$ cat src/rtl/instr_decoder_pkg.sv
// Opcode/funct values and control-field encodings shared by the instruction decoder.
package instr_decoder_pkg;

    localparam logic [5:0] OP_RTYPE  = 6'b000000;
    localparam logic [5:0] OP_REGIMM = 6'b000001;
    localparam logic [5:0] OP_J      = 6'b000010;
    localparam logic [5:0] OP_JAL    = 6'b000011;
    localparam logic [5:0] OP_BEQ    = 6'b000100;
    localparam logic [5:0] OP_BNE    = 6'b000101;
    localparam logic [5:0] OP_BLEZ   = 6'b000110;
    localparam logic [5:0] OP_BGTZ   = 6'b000111;
    localparam logic [5:0] OP_LUI    = 6'b001111;
    localparam logic [5:0] OP_LW     = 6'b100011;
    localparam logic [5:0] OP_SW     = 6'b101011;

    localparam logic [5:0] F_SLL  = 6'b000000;
    localparam logic [5:0] F_SRL  = 6'b000010;
    localparam logic [5:0] F_SRA  = 6'b000011;
    localparam logic [5:0] F_SLLV = 6'b000100;
    localparam logic [5:0] F_SRLV = 6'b000110;
    localparam logic [5:0] F_SRAV = 6'b000111;
    localparam logic [5:0] F_JR   = 6'b001000;
    localparam logic [5:0] F_JALR = 6'b001001;
    localparam logic [5:0] F_SLT  = 6'b101010;
    localparam logic [5:0] F_SLTU = 6'b101011;

    localparam logic [4:0] RT_BLTZ = 5'b00000;
    localparam logic [4:0] RT_BGEZ = 5'b00001;

    localparam logic [3:0] AF_ADD = 4'b0000;
    localparam logic [3:0] AF_LUI = 4'b1100;

    localparam logic [3:0] BF_BLTZ = 4'b0001;
    localparam logic [3:0] BF_BGEZ = 4'b0010;
    localparam logic [3:0] BF_BEQ  = 4'b0011;
    localparam logic [3:0] BF_BNE  = 4'b0100;
    localparam logic [3:0] BF_BLEZ = 4'b0101;
    localparam logic [3:0] BF_BGTZ = 4'b0110;

    localparam logic [1:0] GP_ALU   = 2'b00;
    localparam logic [1:0] GP_MEM   = 2'b01;
    localparam logic [1:0] GP_LINK  = 2'b10;
    localparam logic [1:0] GP_SHIFT = 2'b11;

    localparam logic [1:0] PC_SEQ    = 2'b00;
    localparam logic [1:0] PC_BRANCH = 2'b01;
    localparam logic [1:0] PC_JUMP   = 2'b10;
    localparam logic [1:0] PC_RS     = 2'b11;

    typedef struct packed {
        logic [3:0] af;
        logic       i;
        logic       alu_mux_sel;
        logic [4:0] cad;
        logic       gp_we;
        logic [1:0] gp_mux_sel;
        logic [3:0] bf;
        logic       dm_we;
        logic [2:0] shift_type;
        logic [1:0] pc_mux_sel;
    } ctrl_t;

    // Bit 2 marks variable shifts; the low two bits follow funct except SLL/SLLV (00 -> 01).
    function automatic logic [2:0] shift_code(input logic [5:0] funct);
        return {funct[2], (funct[1:0] == 2'b00) ? 2'b01 : funct[1:0]};
    endfunction

endpackage

$ cat src/rtl/instr_decode_comb.sv
// Combinational instruction decode into the full control bundle.
// Latency: 0 (pure logic). Backpressure: none.
module instr_decode_comb
    import instr_decoder_pkg::*;
(
    input  logic [31:0] instruction,
    output ctrl_t       ctrl
);

    logic [5:0] opcode;
    logic [4:0] rt;
    logic [4:0] rd;
    logic [5:0] funct;
    logic [9:0] unused_fields;

    assign opcode        = instruction[31:26];
    assign rt            = instruction[20:16];
    assign rd            = instruction[15:11];
    assign funct         = instruction[5:0];
    assign unused_fields = {instruction[25:21], instruction[10:6]};

    always_comb begin
        ctrl = '0;
        case (opcode) inside
            OP_RTYPE: begin
                case (funct) inside
                    [6'b100000:6'b100111], F_SLT, F_SLTU: begin
                        ctrl.af         = funct[3:0];
                        ctrl.cad        = rd;
                        ctrl.gp_we      = 1'b1;
                        ctrl.gp_mux_sel = GP_ALU;
                    end
                    F_SLL, F_SRL, F_SRA, F_SLLV, F_SRLV, F_SRAV: begin
                        ctrl.shift_type = shift_code(funct);
                        ctrl.cad        = rd;
                        ctrl.gp_we      = 1'b1;
                        ctrl.gp_mux_sel = GP_SHIFT;
                    end
                    F_JR: ctrl.pc_mux_sel = PC_RS;
                    F_JALR: begin
                        ctrl.pc_mux_sel = PC_RS;
                        ctrl.cad        = rd;
                        ctrl.gp_we      = 1'b1;
                        ctrl.gp_mux_sel = GP_LINK;
                    end
                    default: ;
                endcase
            end
            OP_REGIMM: begin
                if (rt == RT_BLTZ || rt == RT_BGEZ) begin
                    ctrl.i          = 1'b1;
                    ctrl.pc_mux_sel = PC_BRANCH;
                    ctrl.bf         = (rt == RT_BLTZ) ? BF_BLTZ : BF_BGEZ;
                end
            end
            OP_BEQ, OP_BNE, OP_BLEZ, OP_BGTZ: begin
                ctrl.i          = 1'b1;
                ctrl.pc_mux_sel = PC_BRANCH;
                ctrl.bf         = {1'b0, opcode[2:0]} - 4'd1;
            end
            OP_J: ctrl.pc_mux_sel = PC_JUMP;
            OP_JAL: begin
                ctrl.pc_mux_sel = PC_JUMP;
                ctrl.cad        = 5'd31;
                ctrl.gp_we      = 1'b1;
                ctrl.gp_mux_sel = GP_LINK;
            end
            [6'b001000:6'b001111]: begin
                ctrl.af          = (opcode == OP_LUI) ? AF_LUI : {1'b0, opcode[2:0]};
                ctrl.i           = 1'b1;
                ctrl.alu_mux_sel = 1'b1;
                ctrl.cad         = rt;
                ctrl.gp_we       = 1'b1;
                ctrl.gp_mux_sel  = GP_ALU;
            end
            OP_LW: begin
                ctrl.af          = AF_ADD;
                ctrl.i           = 1'b1;
                ctrl.alu_mux_sel = 1'b1;
                ctrl.cad         = rt;
                ctrl.gp_we       = 1'b1;
                ctrl.gp_mux_sel  = GP_MEM;
            end
            OP_SW: begin
                ctrl.af          = AF_ADD;
                ctrl.i           = 1'b1;
                ctrl.alu_mux_sel = 1'b1;
                ctrl.dm_we       = 1'b1;
            end
            default: ;
        endcase
        // A stale write address is never exposed when nothing is written.
        if (!ctrl.gp_we) begin
            ctrl.cad = '0;
        end
    end

endmodule

$ cat src/rtl/instr_decoder.sv
// Registered MIPS-style instruction decoder feeding ALU, shifter, register file, memory and PC.
// Latency: 1 clk from instruction to control outputs. Backpressure: none, accepts a word every cycle.
module instr_decoder
    import instr_decoder_pkg::*;
(
    input  logic        clk,
    input  logic        rst_n,
    input  logic [31:0] instruction,
    output logic [3:0]  af,
    output logic        i,
    output logic        ALU_MUX_SEL,
    output logic [4:0]  cad,
    output logic        GP_WE,
    output logic [1:0]  GP_MUX_SEL,
    output logic [3:0]  bf,
    output logic        DM_WE,
    output logic [2:0]  Shift_type,
    output logic [1:0]  PC_MUX_SEL
);

    ctrl_t ctrl_nxt;
    ctrl_t ctrl_q;

    instr_decode_comb u_decode (
        .instruction (instruction),
        .ctrl        (ctrl_nxt)
    );

    always_ff @(posedge clk or negedge rst_n) begin
        if (!rst_n) begin
            ctrl_q <= '0;
        end else begin
            ctrl_q <= ctrl_nxt;
        end
    end

    assign af          = ctrl_q.af;
    assign i           = ctrl_q.i;
    assign ALU_MUX_SEL = ctrl_q.alu_mux_sel;
    assign cad         = ctrl_q.cad;
    assign GP_WE       = ctrl_q.gp_we;
    assign GP_MUX_SEL  = ctrl_q.gp_mux_sel;
    assign bf          = ctrl_q.bf;
    assign DM_WE       = ctrl_q.dm_we;
    assign Shift_type  = ctrl_q.shift_type;
    assign PC_MUX_SEL  = ctrl_q.pc_mux_sel;

endmodule

$ cat config.mk
export PLATFORM = sky130hd
export DESIGN_NAME = instr_decoder
export DESIGN_NICKNAME = d
export VERILOG_FILES = /design/src/rtl/instr_decoder_pkg.sv /design/src/rtl/instr_decode_comb.sv /design/src/rtl/instr_decoder.sv
export SDC_FILE = /design/constraint.sdc
export NUM_CORES = 1
export LEC_CHECK = 0
export ABC_AREA = 1
export CORE_ASPECT_RATIO = 1.25
export CORE_MARGIN = 1.5
export CORE_UTILIZATION = 30
export CTS_CLUSTER_DIAMETER = 60
export DETAILED_ROUTE_END_ITERATION = 7
export PLACE_DENSITY_LB_ADDON = 0.05
export SYNTH_ARGS = -nofsm -noshare
export SYNTH_HDL_FRONTEND = slang
export SYNTH_HIERARCHICAL = 1
export SYNTH_SLANG_ARGS = --single-unit
$ cat constraint.sdc
create_clock -name clk -period 1.5 [get_ports clk]
set_clock_uncertainty 0.15 [all_clocks]
set_input_delay 0.3 -clock clk [delete_from_list [all_inputs] [get_ports clk]]
set_output_delay 0.3 -clock clk [all_outputs]
set_load 0.01 [all_outputs]
### Yosys cells after proc, flatten, opt, wreduce, memory -nomap -nowiden

Cells that the tools add are included.

* output and inout bits: 24
* bits in registers: 24
* input port bits: 34
* word-level logic and storage cells: 103

* mux-type cells: 58
* reduce and logical (&&, ||, !) cells: 10
* magnitude comparators: 4
* eq/ne operators: 20
* add/subtract/negate cells: 1

Operators with widths (number)
* 8-bit two-way mux: 11
* 4-bit two-way mux: 12
* 6-bit by 3-bit equality test with 1-bit output, second input constant: 7
* 6-bit by 2-bit equality test with 1-bit output, second input constant: 4
* 6-bit equality test, second input constant: 4
* 2-bit two-way mux: 11
* 1-bit two-way mux: 20
* 6-bit by 4-bit equality test with 1-bit output, second input constant: 3
* 6-bit logical NOT: 2
* 3-bit two-way mux: 3
* 6-bit by 1-bit equality test with 1-bit output, second input constant: 1
* 6-bit by 4-bit >= comparator with 1-bit output, second input constant: 1
* 6-bit >= comparator, second input constant: 1
* 6-bit by 4-bit <= comparator with 1-bit output, second input constant: 1
* 6-bit <= comparator, second input constant: 1
* 6-bit OR reduction: 1
* 5-bit by 1-bit equality test with 1-bit output, second input constant: 1
* 5-bit logical NOT: 1
* 5-bit two-way mux: 1
* 4-bit OR reduction: 1
* 3-bit by 1-bit subtractor with 4-bit output, second input constant: 1
* 3-bit OR reduction: 1
* 1-bit logical AND: 2
* 2-bit logical NOT: 1
* 1-bit logical OR: 1

### Depth between registers and ports, before layout

* depth in word-level cells: 9
* gate-level depth with buffers: 9
* depth with buffers taken out: 9

### Cells and area by module

The synthesis kept the hierarchy.

By module, submodules not included
* instr_decode_comb: cells each 140, sequential area each 0.0 um2, times used 1, area an instance 747.0 um2
* instr_decoder: cells each 24, sequential area each 600.6 um2, times used 1, area an instance 600.6 um2

### Worst setup path after synthesis

No wires, ideal clock.

* path kind: input-to-reg
* start point: input port instruction[26]
* end point: register ctrl_q, in the netlist bf[1]
* library setup time: 0.073 ns
* required time: 1.277 ns
* arrival: 1.165 ns
* path buffers: 0
* stages on the path: 7
* setup slack: 0.112 ns
* cells stage by stage: inv_1 > ha_1 > nand3_2 > clkinv_2 > a21oi_2 > nand2_2 > a21oi_2

RTL lines
* start: declaration: RTL line instr_decoder.sv:8 `input logic [31:0] instruction,`
* end signal: assignment: RTL line instr_decoder.sv:33 `ctrl_q <= ctrl_nxt;`
* end: declaration: RTL line instr_decoder.sv:22 `ctrl_t ctrl_q;`

==> flow_summary.toml <==
[run_status]
run_status = "completed"

[clock_network]
cts_root_buffer = "clkbuf_8"
cts_made_buffers = 3
cts.clk_slew.worst_paths_ns = 0.09
cts_tree = "built"
tritoncts_num_sinks = 24
cts_max_path_buffers = 2
htree_levels = 1

[global_routing]
grt_antenna_before_repair = 0
total_grt_usage_pct = 16.5
number_of_global_route_vias_before_repair = 1433
grt_max_degree = 25
grt_pass1_wl_um = 6350
global_route.overflow_total = 0

[timing]
final.hold.worst_slack_ns = 0.126
maxSlewViolCount = 0
setup_viol = 0
rsz0062_at_grt = "yes"
layout_min_cycle_time_ns = 1.40
fin_crit_sh_pct = 93.3
setup_tns_ns = 0
fmax_mhz = 715
final_hold_fails = 0

[placement]
globalplace.congestion = 0.784
post-dp-hpwl_um = 2910
buffer_ports.inserted = 47
placed_area_um2 = 2100

[synth]
ys.flop_type = "dfrtp_1"
synth_largest_area_cell = "dfrtp_1"
synth_seq_cells = 24
syn_inst_count = 164
synth-edff-count = 0
synth_fp_nets = 203
postSynthAreaPerCell_um2 = 8.22
synth.cell_area_um2 = 1350
share_of_async_settable_or_async_resettable_flops_after_synthesis_pct = 100
synth.distinct_cells = 28
synthesis_warnings = 6
synth_seq_area_share_pct = 44.6
netlist_top_cells_area = "dfrtp_1, nand3_1, nand2_1"
synth.top_cell.area_share_pct = 44.6

[route]
postRouteWirelength_um = 3750
route.detailed.wl_per_inst_um = 12.2
drt_pre_antenna_iters = 4
first_iter_violations = 68
drt_antenna_net_count = 0
drt_drc_violations_left = 0
dr_total_vias = 1384
vias_per_cell = 4.49

[final_layout]
final_design_area_no_fill_um2 = 2230
layout-area-overhead-vs-synth_pct = 65.5
utilization_pct = 51.2
seq_area_um2 = 601
layout.filler_cells = 443
drive_above_1_share_pct = 28.4
n_antenna_cell = 0
multi_input_area_um2 = 669
finalNetCount = 290

[floorplanning]
floorplan.die.width_um = 62.9
boundaryPins = 58
placementRows = 27
die_y_um = 77.9
design.die.area_um2 = 4910
core_um2 = 4360
floorplan.initialDensity_pct = 30.9

[flow_run]
max_cap_viol = 0

[hold_path]
hold_path_end = "Shift_type[0]"
hp_class = "in -> reg"
hp-start = "instruction[1]"
hold_path_depth = 2

[power_and_ir_drop]
power.leakage_nw = 1.27
max-vdd-ir-drop_mv = 0.283
power.density_cell_area_nw_per_um2 = 697

[worst_setup_path]
crit_path_end_kind = "register"
worst-setup-path-type = "in -> reg"
critical_path_required_ns = 1.52
path_max_fanout = 5
critical_path.startpoint_type = "input port"
arrival_ns = 1.42
-- area by class of cell --
cell class	count	area share (%)
Timing Repair Buffer	85	32.7
Sequential cell	24	26.9
Inverter	22	3.93
Clock inverter	1	1.35
Tap cell	58	3.25
Clock buffer	3	1.85
Multi-Input combinational cell	115	30.0
-- cells by family after synthesis --
kind of cell / Yosys count / synth area share, %
AND/OR/NAND/NOR: 95 / 35.7
adder cells (fa/ha/maj): 5 / 4.64
other: 1 / 0.278
buffers and inverters: 26 / 9.01
flip-flops: 24 / 44.6
AO/OA/AOI/OAI: 12 / 5.20
XOR/XNOR: 1 / 0.650
-- metrics by stage --
stage,setup slack [ns],instances,total power [mW]
5_1_grt,-0.00226,308,1.63
4_1_cts,0.0109,304,1.56
3_5_place_dp,-0.493,298,0.997
2_1_floorplan,0.112,164,0.798
3_3_place_gp,-0.491,298,0.995
6_report,0.101,308,1.55
-- timing repair --
| item | CTS | global route |
|---|---|---|
| pin swaps | 3 | 7 |
| hold buffers | 0 | 0 |
| resized for setup | 39 | 14 |
| gates cloned | 1 | 0 |
| setup endpoints to repair | 46 | 16 |
| buffers inserted | 1 | 4 |
-- sequential cells by signal (all words and copies together), names as in the netlist --
register	flops
Shift_type	3
DM_WE	1
GP_MUX_SEL	2
i	1
af	4
cad	5
ALU_MUX_SEL	1
GP_WE	1
PC_MUX_SEL	2
bf	4
-- per-layer routing --
| layer | GRT usage, % | vias to the layer above | routed length [um] |
|---|---|---|---|
| met3 | 1.88 | 6 | 147 |
| met2 | 30.5 | 42 | 1970 |
| met1 | 18.5 | 635 | 1570 |
| met4 | 7.56 | 0 | 70 |
| met5 | 0 | - | 0 |
| li1 | - | 701 | - |
-- cells in the mapped netlist, types with 3 or more instances --
cell type,instances
nand2_1,37
nand3_1,30
dfrtp_1,24
inv_1,17
nor2_1,13
o21ai_1,6
ha_1,5
inv_2,3
nand3_2,3
-- where the power goes --
group | internal (mW) | switching (mW) | leakage (nW)
sequential | 0.665 | 0.00392 | 0.327
clock | 0.357 | 0.211 | 0.0357
combinational | 0.163 | 0.155 | 0.909
total | 1.18 | 0.370 | 1.27
-- placed cells by master, fill, tap and decap left out, types with 2 or more instances in the layout --
cell	count
nand2_1	36
buf_4	35
nand3_1	29
dlygate4sd2_1	27
dfrtp_1	24
clkdlybuf4s50_1	16
inv_1	15
nor2_1	11
nand3_2	5
inv_2	5
o21ai_1	5
clkbuf_8	3
nor2_2	3
ha_1	3
buf_6	3
dlymetal6s2s_1	2
clkbuf_2	2
nor2_4	2
a21oi_1	2
nand2_2	2
nand3_4	2
nand4_1	2
ha_2	2
-- worst max-delay path by stage --
stage	start	end	slack, ns	cells after the start
final	instruction[0]	cad[0]	0.10	10
after global routing	instruction[0]	cad[1]	-0.002	10
after CTS	instruction[29]	bf[1]	0.01	7
after detailed placement	instruction[26]	bf[0]	-0.49	8
after global placement	instruction[26]	bf[0]	-0.49	8
after floorplan	instruction[26]	bf[1]	0.11	7
-- critical path, cell delays in order --
cell	delay, ns
clkdlybuf4s50_1	0.45
inv_1	0.05
nor2_2	0.10
nor2_1	0.07
nand2_1	0.09
nand3_2	0.12
nand2_1	0.10
nand2_1	0.05
nand2_1	0.05
inv_1	0.03
(Power assumes the default switching activity.)
